**src/rtl/reset_sequencer.sv**
```systemverilog
// Reset sequencer: synchronizes the clock-manager lock indicator and releases
// the core reset, then the peripheral reset, once lock has been stable.
module reset_sequencer #(
  parameter int SYNC_STAGES     = 2,
  parameter int STABLE_CYCLES   = 16,
  parameter int STAGE_GAP       = 4,
  parameter int SOFT_RST_CYCLES = 8,
  parameter int CNT_W           = 8
) (
  input  logic             clk,
  input  logic             rst_n,
  input  logic             clk_locked,
  input  logic             soft_rst_req,
  output logic             core_rst_n,
  output logic             periph_rst_n,
  output logic             rst_done,
  output logic [CNT_W-1:0] lock_loss_count
);

  localparam int MAX_WIN_0 = (STABLE_CYCLES > STAGE_GAP) ? STABLE_CYCLES : STAGE_GAP;
  localparam int MAX_WIN   = (MAX_WIN_0 > SOFT_RST_CYCLES) ? MAX_WIN_0 : SOFT_RST_CYCLES;
  localparam int CTR_W     = $clog2(MAX_WIN + 1);

  localparam logic [CTR_W-1:0] STABLE_LAST = CTR_W'(STABLE_CYCLES - 1);
  localparam logic [CTR_W-1:0] GAP_LAST    = CTR_W'(STAGE_GAP - 1);
  localparam logic [CTR_W-1:0] SOFT_LAST   = CTR_W'(SOFT_RST_CYCLES - 1);

  localparam logic [1:0] HOLD    = 2'd0;
  localparam logic [1:0] CORE_UP = 2'd1;
  localparam logic [1:0] RUN     = 2'd2;
  localparam logic [1:0] SOFT    = 2'd3;

  logic [SYNC_STAGES-1:0] sync_r;
  logic                   locked_s;
  logic                   locked_prev_r;
  logic                   loss_s;
  logic [1:0]             state_r;
  logic [1:0]             state_nxt_s;
  logic [CTR_W-1:0]       ctr_r;
  logic [CTR_W-1:0]       ctr_nxt_s;

  assign locked_s = sync_r[SYNC_STAGES-1];
  assign loss_s   = locked_prev_r & ~locked_s;

  // Metastability chain for the asynchronous lock indicator.
  always_ff @(posedge clk or negedge rst_n) begin
    if (!rst_n) begin
      sync_r <= {SYNC_STAGES{1'b0}};
    end else begin
      sync_r <= {sync_r[SYNC_STAGES-2:0], clk_locked};
    end
  end

  // Next-state logic; a low lock sample overrides every other transition.
  always_comb begin
    state_nxt_s = state_r;
    ctr_nxt_s   = ctr_r;
    if (!locked_s) begin
      state_nxt_s = HOLD;
      ctr_nxt_s   = {CTR_W{1'b0}};
    end else begin
      case (state_r)
        HOLD: begin
          if (ctr_r == STABLE_LAST) begin
            state_nxt_s = CORE_UP;
            ctr_nxt_s   = {CTR_W{1'b0}};
          end else begin
            ctr_nxt_s = ctr_r + CTR_W'(1);
          end
        end
        CORE_UP: begin
          if (ctr_r == GAP_LAST) begin
            state_nxt_s = RUN;
            ctr_nxt_s   = {CTR_W{1'b0}};
          end else begin
            ctr_nxt_s = ctr_r + CTR_W'(1);
          end
        end
        RUN: begin
          if (soft_rst_req) begin
            state_nxt_s = SOFT;
            ctr_nxt_s   = {CTR_W{1'b0}};
          end else begin
            state_nxt_s = RUN;
          end
        end
        SOFT: begin
          if (ctr_r == SOFT_LAST) begin
            state_nxt_s = HOLD;
            ctr_nxt_s   = {CTR_W{1'b0}};
          end else begin
            ctr_nxt_s = ctr_r + CTR_W'(1);
          end
        end
        default: begin
          state_nxt_s = HOLD;
          ctr_nxt_s   = {CTR_W{1'b0}};
        end
      endcase
    end
  end

  // State and counter registers.
  always_ff @(posedge clk or negedge rst_n) begin
    if (!rst_n) begin
      state_r <= HOLD;
      ctr_r   <= {CTR_W{1'b0}};
    end else begin
      state_r <= state_nxt_s;
      ctr_r   <= ctr_nxt_s;
    end
  end

  // Resets are decoded from the next state so they switch on the transition edge.
  always_ff @(posedge clk or negedge rst_n) begin
    if (!rst_n) begin
      core_rst_n   <= 1'b0;
      periph_rst_n <= 1'b0;
      rst_done     <= 1'b0;
    end else begin
      core_rst_n   <= (state_nxt_s == CORE_UP) || (state_nxt_s == RUN);
      periph_rst_n <= (state_nxt_s == RUN);
      rst_done     <= (state_nxt_s == RUN);
    end
  end

  // Saturating count of falling edges of the synchronized lock.
  always_ff @(posedge clk or negedge rst_n) begin
    if (!rst_n) begin
      locked_prev_r   <= 1'b0;
      lock_loss_count <= {CNT_W{1'b0}};
    end else begin
      locked_prev_r <= locked_s;
      if (loss_s && (lock_loss_count != {CNT_W{1'b1}})) begin
        lock_loss_count <= lock_loss_count + CNT_W'(1);
      end else begin
        lock_loss_count <= lock_loss_count;
      end
    end
  end

endmodule

```
**config.mk**
```make
export PLATFORM = sky130hd
export DESIGN_NAME = reset_sequencer
export DESIGN_NICKNAME = d
export VERILOG_FILES = /design/src/rtl/reset_sequencer.sv
export SDC_FILE = /design/constraint.sdc
export NUM_CORES = 1
export LEC_CHECK = 0
export ABC_AREA = 1
export CAP_MARGIN = 20
export CORE_MARGIN = 2
export CORE_UTILIZATION = 40
export CTS_CLUSTER_SIZE = 28
export DETAILED_ROUTE_END_ITERATION = 6
export GPL_TIMING_DRIVEN = 0
export HOLD_SLACK_MARGIN = 0.1
export PLACE_DENSITY_LB_ADDON = 0.25
export SLEW_MARGIN = 5
export SYNTH_ARGS = -nofsm -noshare
export SYNTH_HDL_FRONTEND = slang
export SYNTH_SLANG_ARGS = --single-unit
```
**constraint.sdc**
```tcl
create_clock -name clk -period 1.4 [get_ports clk]
set_input_delay 0.35 -clock clk [delete_from_list [all_inputs] [get_ports clk]]
set_output_delay 0.35 -clock clk [all_outputs]
set_load 0.005 [all_outputs]
```
# Word level (Yosys, flattened, before mapping)
# Cells that the tools add are included.
[word_totals]
ff_bits = 20
latch_bits = 0
mem_bits_rw = 0
rom_bits = 0
in_bits = 4
out_inout_bits = 11
word_cells = 36
mem_count = 0
[classes]
add_sub_neg = 2
multipliers = 0
div_mod_pow = 0
magnitude_cmp = 0
eq_ne = 10
shift = 0
n_mux = 12
bitwise_logic = 2
n_reduce_logical = 3
[op_table]
columns = ["cell", "count"]
rows = [
  ["$mux 5", 5],
  ["$pmux 5 s4", 1],
  ["$add 8x1->8 const B", 1],
  ["$mux 2", 4],
  ["$ne 8x8->1 const B", 1],
  ["$pmux 2 s4", 1],
  ["$eq 2x2->1 const B", 3],
  ["$add 5x1->5 const B", 1],
  ["$eq 5x2->1 const B", 1],
  ["$eq 5x3->1 const B", 1],
  ["$eq 5x4->1 const B", 1],
  ["$eq 2x1->1 const B", 2],
  ["$ne 3x3->1 const B", 1],
  ["$logic_not 2->1", 1],
  ["$and 1x1->1", 1],
  ["$logic_and 1x1->1", 1],
  ["$logic_or 1x1->1", 1],
  ["$mux 1", 1],
  ["$not 1->1", 1],
]

# Depth between registers and ports, before layout
[depth]
depth_word = 6
depth_mapped = 9
depth_no_buf = 9

# Worst setup path before layout
# No wires, ideal clock.
[synth_timing]
path_kind = "register to register"
startpoint = "reg ctr_r[0]"
endpoint = "reg core_rst_n"
setup_ns = 0.113
arrival_ns = 1.387
t_required_ns = 1.287
slack_ns = -0.100
path_stages_with_launch = 10
cell_sequence = "dfrtp_1 > ha_1 > nand2_1 > nor2_1 > ha_1 > inv_1 > nand2_1 > nand3_1 > ha_1 > inv_1"
[synth_between]
elab_chain_cells = 6
word_cells_on_any_way = 11
[synth_lines]
columns = ["item", "line", "rtl"]
rows = [
  ["start, declared", "39", "logic [CTR_W-1:0] ctr_r;"],
  ["start signal, assigned", "107", "ctr_r <= {CTR_W{1'b0}};"],
  ["start signal, assigned", "110", "ctr_r <= ctr_nxt_s;"],
  ["$eq 5x3->1 (tied with other cells)", "88", "if (ctr_r == SOFT_LAST) begin"],
  ["$mux 2, on equally long branches", "88, 64, 72", ""],
  ["$pmux 2 s4 (*)", "62", "case (state_r)"],
  ["$mux 2 (*)", "58", "if (!locked_s) begin"],
  ["$eq 2x1->1 or $eq 2x2->1 (tied branches)", "121", "core_rst_n <= (state_nxt_s == CORE_UP) || (state_nxt_s == RUN);"],
  ["$logic_or 1x1->1 (*)", "121", ""],
  ["end signal, assigned", "121", ""],
  ["end, declared", "14", "output logic core_rst_n,"],
]
# Mark *: on every way between the ends. The rest lies on a longest branch, timed or not.
# A chain may end at the register's enable or synchronous reset.

# Worst setup path after layout
# Ends and elaborated chain as after synthesis.

==> results.txt <==
----------------------------------------------------
[Run status]
  Run status ... finished with violations
  Violated checks ... negative setup slack

[Floorplanning]
  Num ports ... 15
  Effective utilization at floorplan ... 43.0%
  Chip width ... 56.3 um
  DIE AREA ... 0.00317 mm^2
  Number of standard-cell rows in the floorplan ... 18
  Core footprint ... 0.00254 mm^2
  Vertical extent of the die ... 56.3 um

[Synth]
  Synthesized area divided by synthesized cell count ... 7.88 um^2
  Share of synthesized cell area in full adder, half adder and majority cells ... 5.71%
  Syn Nets ... 148
  Ys Warns ... 0
  Cell area after technology mapping ... 0.00109 mm^2
  Share of synthesized area spent on multiplexers ... 0%
  Share of the synthesized netlist area taken by xor and xnor gates ... 3.20%
  Simple-gate share of the synthesized area ... 34.6%
  Distinct cell type count after synthesis ... 22
  Post-synthesis register bit count ... 20
  Post-synthesis sequential area ratio ... 45.7%
  Share of the synthesized area in compound gates (AO/OA/AOI/OAI) ... 2.97%
  Main combinational cell family by area after synthesis ... simple AND/OR/NAND/NOR gates
  Synth Instances ... 139

[CTS]
  Clock tree root driver cell ... sky130_fd_sc_hd__clkbuf_4
  Number of buffers created by CTS ... 3
  H-tree levels ... 1
  Max Root-Sink Buffers ... 2
  Clock slew at the register clock pins of the worst setup and hold paths ... 0.11 ns
  Skew-Pair Late Insertion Delay ... 0.30 ns
  CTS tree ... yes
  Hold buffers post-CTS ... 0
  Number of clock sinks ... 20

[Hold path]
  WHS Path Cells ... 0
  Classification of the worst-slack hold path ... flop to flop
  Min-Delay Endpoint ... sync_r[1]$_DFF_PN0_
  Min-delay src ... sync_r[0]$_DFF_PN0_

[Critical path]
  Launch instance of the worst register-to-register path ... ctr_r[0]$_DFFE_PN0P_
  Reg2reg setup slack ... -0.14 ns
  WP data arrival ... 1.75 ns
  R2r worst-path depth ... 9
  CP Capture Type ... flop
  Required time at the worst-slack endpoint ... 1.61 ns
  Critical Path Fanout Max ... 3
  Startpoint types ... flop
  Capture point of the worst reg-to-reg path ... core_rst_n$_DFF_PN0_
  Crit Path Class ... flop to flop

[Timing]
  Minimum clock period ... 1.54 ns
  Upper clock frequency limit ... 0.649 GHz
  Worst slew pin tran ... 0.897 ns
  Setup violation total in the final timing report ... 7
  Worst slew margin relative to its limit ... 40.0%
  Period utilization ... 110%
  Fin. Hold Viols ... 0
  Fin Clk Skew ... 0.00744 ns
  Worst setup slack after layout ... -0.142 ns
  Final setup TNS ... -0.535 ns
  Count of pins over their slew limit ... 0
  RSZ-0062 raised after global routing ... true

[Drt]
  Routed Wire Length ... 2260 um
  1st-pass router iterations ... 4
  Total DRC errors in the routed layout ... 0
  Routed via count ... 982
  Initial drt markers ... 22
  Count of antenna-violating nets left after detailed routing ... 0
  Via density per instance ... 4.81
  Wire length per cell after detailed routing ... 11.1 um

[Placement]
  Final estimated routing congestion in global placement ... 0.799
  Number of placed instances, taps included ... 183
  Post-Place Worst Slack ... -0.266 ns
  Post-detail-place hpwl ... 1480 um
  # port buffers ... 14
  Placed standard-cell area ... 0.00128 mm^2

[Cells and area]
  Final design instance area without fill ... 0.00150 mm^2
  Non-filler cells in the finished layout ... 204
  Area overhead of the layout relative to synthesis ... 36.7%
  Final-stage net count ... 184
  Total inserted antenna cells ... 0
  Fraction of final layout cells with drive strength greater than 1 ... 28.7%

[Run]
  Max capacitance violation total ... 0

[Global route]
  GR peak layer ... met2
  Number of antenna violations at the first check in global routing ... 0
  First-pass GRT wire length ... 3950 um
  Met3 Resource Use GR ... 2.07%
  Maximum number of pins on one net before global-route repair ... 21
  Met1 track utilization from global routing ... 19.8%
  Met2 global-route usage ... 27.4%
  Global-route usage over all layers ... 15.8%
  Congestion Overflow GR ... 0
  Vias in the first global route ... 957

[Power and ir drop]
  Largest vdd supply drop ... 0.000780 V
  Power per standard cell area ... 1090 mW/mm^2
  Cell leakage power ... 0.789 nW

----------------------------------------------------
[placed cells by master, fill, tap and decap left out, drive strengths merged]
| cell type | instances |
|---|---|
| nand4 | 1 |
| xor2 | 2 |
| dlygate4sd2 | 10 |
| nand2 | 50 |
| o21bai | 1 |
| o21ai | 3 |
| nor2 | 15 |
| nor3 | 2 |
| inv | 20 |
| clkdlybuf4s50 | 3 |
| clkbuf | 5 |
| a21oi | 2 |
| dfrtp | 20 |
| buf | 18 |
| nand3b | 3 |
| ha | 5 |
| xnor2 | 2 |
| nand3 | 12 |
[routing by layer]
layer / vias to the layer above / share of wire, %
li1: 503 / -
met1: 455 / 42
met2: 20 / 52
met3: 4 / 3.7
met4: 0 / 1.8
met5: - / 0
[sequential cells by signal, summed over array words and instances (netlist names)]
signal,cells
lock_loss_count,8
ctr_r,5
state_r,2
sync_r,2
core_rst_n,1
locked_prev_r,1
rst_done,1
[cell type report]
type                    instances  area (um^2)
fillers                       242         1050
multi-input cells              98          573
flip-flops and latches         20          502
repair buffers                 31          258
inverters                      20         82.6
well taps                      30         37.5
clock buffers                   4         36.3
plain buffers                   1         7.51
[power breakdown]
| part | internal, mW | switching [mW] | total (mW) |
|---|---|---|---|
| clock | 0.159 | 0.172 | 0.331 |
| combinational | 0.316 | 0.267 | 0.584 |
| sequential | 0.660 | 0.0522 | 0.712 |
[how the worst max path moves through the flow]
stage	startpoint	to	slack, ns	cells after the start
after floorplan	ctr_r[0]$_DFFE_PN0P_	core_rst_n$_DFF_PN0_	-0.1	9
after global placement	soft_rst_req	core_rst_n$_DFF_PN0_	-0.26	8
after detailed placement	soft_rst_req	core_rst_n$_DFF_PN0_	-0.27	8
after CTS	ctr_r[0]$_DFFE_PN0P_	core_rst_n$_DFF_PN0_	-0.13	9
after global routing	ctr_r[1]$_DFFE_PN0P_	core_rst_n$_DFF_PN0_	-0.25	9
final	ctr_r[0]$_DFFE_PN0P_	core_rst_n$_DFF_PN0_	-0.14	9
[critical path, stage by stage (launching register included)]
cell                      delay, ns
sky130_fd_sc_hd__dfrtp_1       0.37
sky130_fd_sc_hd__ha_2          0.20
sky130_fd_sc_hd__nand2_2       0.07
sky130_fd_sc_hd__nor2_2        0.14
sky130_fd_sc_hd__ha_2          0.18
sky130_fd_sc_hd__inv_2         0.03
sky130_fd_sc_hd__nand2_2       0.08
sky130_fd_sc_hd__nand3_2       0.08
sky130_fd_sc_hd__ha_4          0.28
sky130_fd_sc_hd__inv_2         0.02
[per-stage QoR]
stage	hold slack (ns)	power (mW)	util [%]
2_1_floorplan	0.0544	0.943	-
3_3_place_gp	0.335	1.14	50.2
3_5_place_dp	0.348	1.15	50.2
4_1_cts	0.373	1.57	55.4
5_1_grt	0.384	1.74	58.8
6_report	0.369	1.63	58.8
[synth_stat cells]
master,n,area (um^2)
sky130_fd_sc_hd__inv_2,1,3.75
sky130_fd_sc_hd__o21bai_1,1,7.51
sky130_fd_sc_hd__dfrtp_1,20,500
sky130_fd_sc_hd__xor2_1,2,17.5
sky130_fd_sc_hd__nand3b_1,3,22.5
sky130_fd_sc_hd__nand4_1,1,6.26
sky130_fd_sc_hd__nor3_1,1,5.00
sky130_fd_sc_hd__ha_1,5,62.6
sky130_fd_sc_hd__o21ai_0,3,15.0
sky130_fd_sc_hd__inv_1,18,67.6
sky130_fd_sc_hd__nand2_1,47,176
sky130_fd_sc_hd__buf_4,1,7.51
sky130_fd_sc_hd__nor2_4,1,11.3
sky130_fd_sc_hd__nand2_4,1,11.3
sky130_fd_sc_hd__nor2_1,12,45.0
sky130_fd_sc_hd__inv_4,1,6.26
sky130_fd_sc_hd__a21oi_1,2,10.0
sky130_fd_sc_hd__nand2_2,2,12.5
sky130_fd_sc_hd__nor3_4,1,16.3
sky130_fd_sc_hd__nor2_2,2,12.5
sky130_fd_sc_hd__xnor2_1,2,17.5
sky130_fd_sc_hd__nand3_1,12,60.1
[kinds of logic after synthesis]
| family | after synthesis |
|---|---|
| buffers and inverters | 21 |
| XOR/XNOR | 4 |
| adder cells (fa/ha/maj) | 5 |
| AO/OA/AOI/OAI | 6 |
| AND/OR/NAND/NOR | 83 |
| flip-flops | 20 |
[timing repair]
item | CTS | global route
setup buffers | 13 | 4
gates resized for setup | 18 | 18
cloned | 0 | 0
setup endpoints to repair | 19 | 16
pin swaps | 2 | 8
Note: power is estimated with default switching activity, not from simulation.
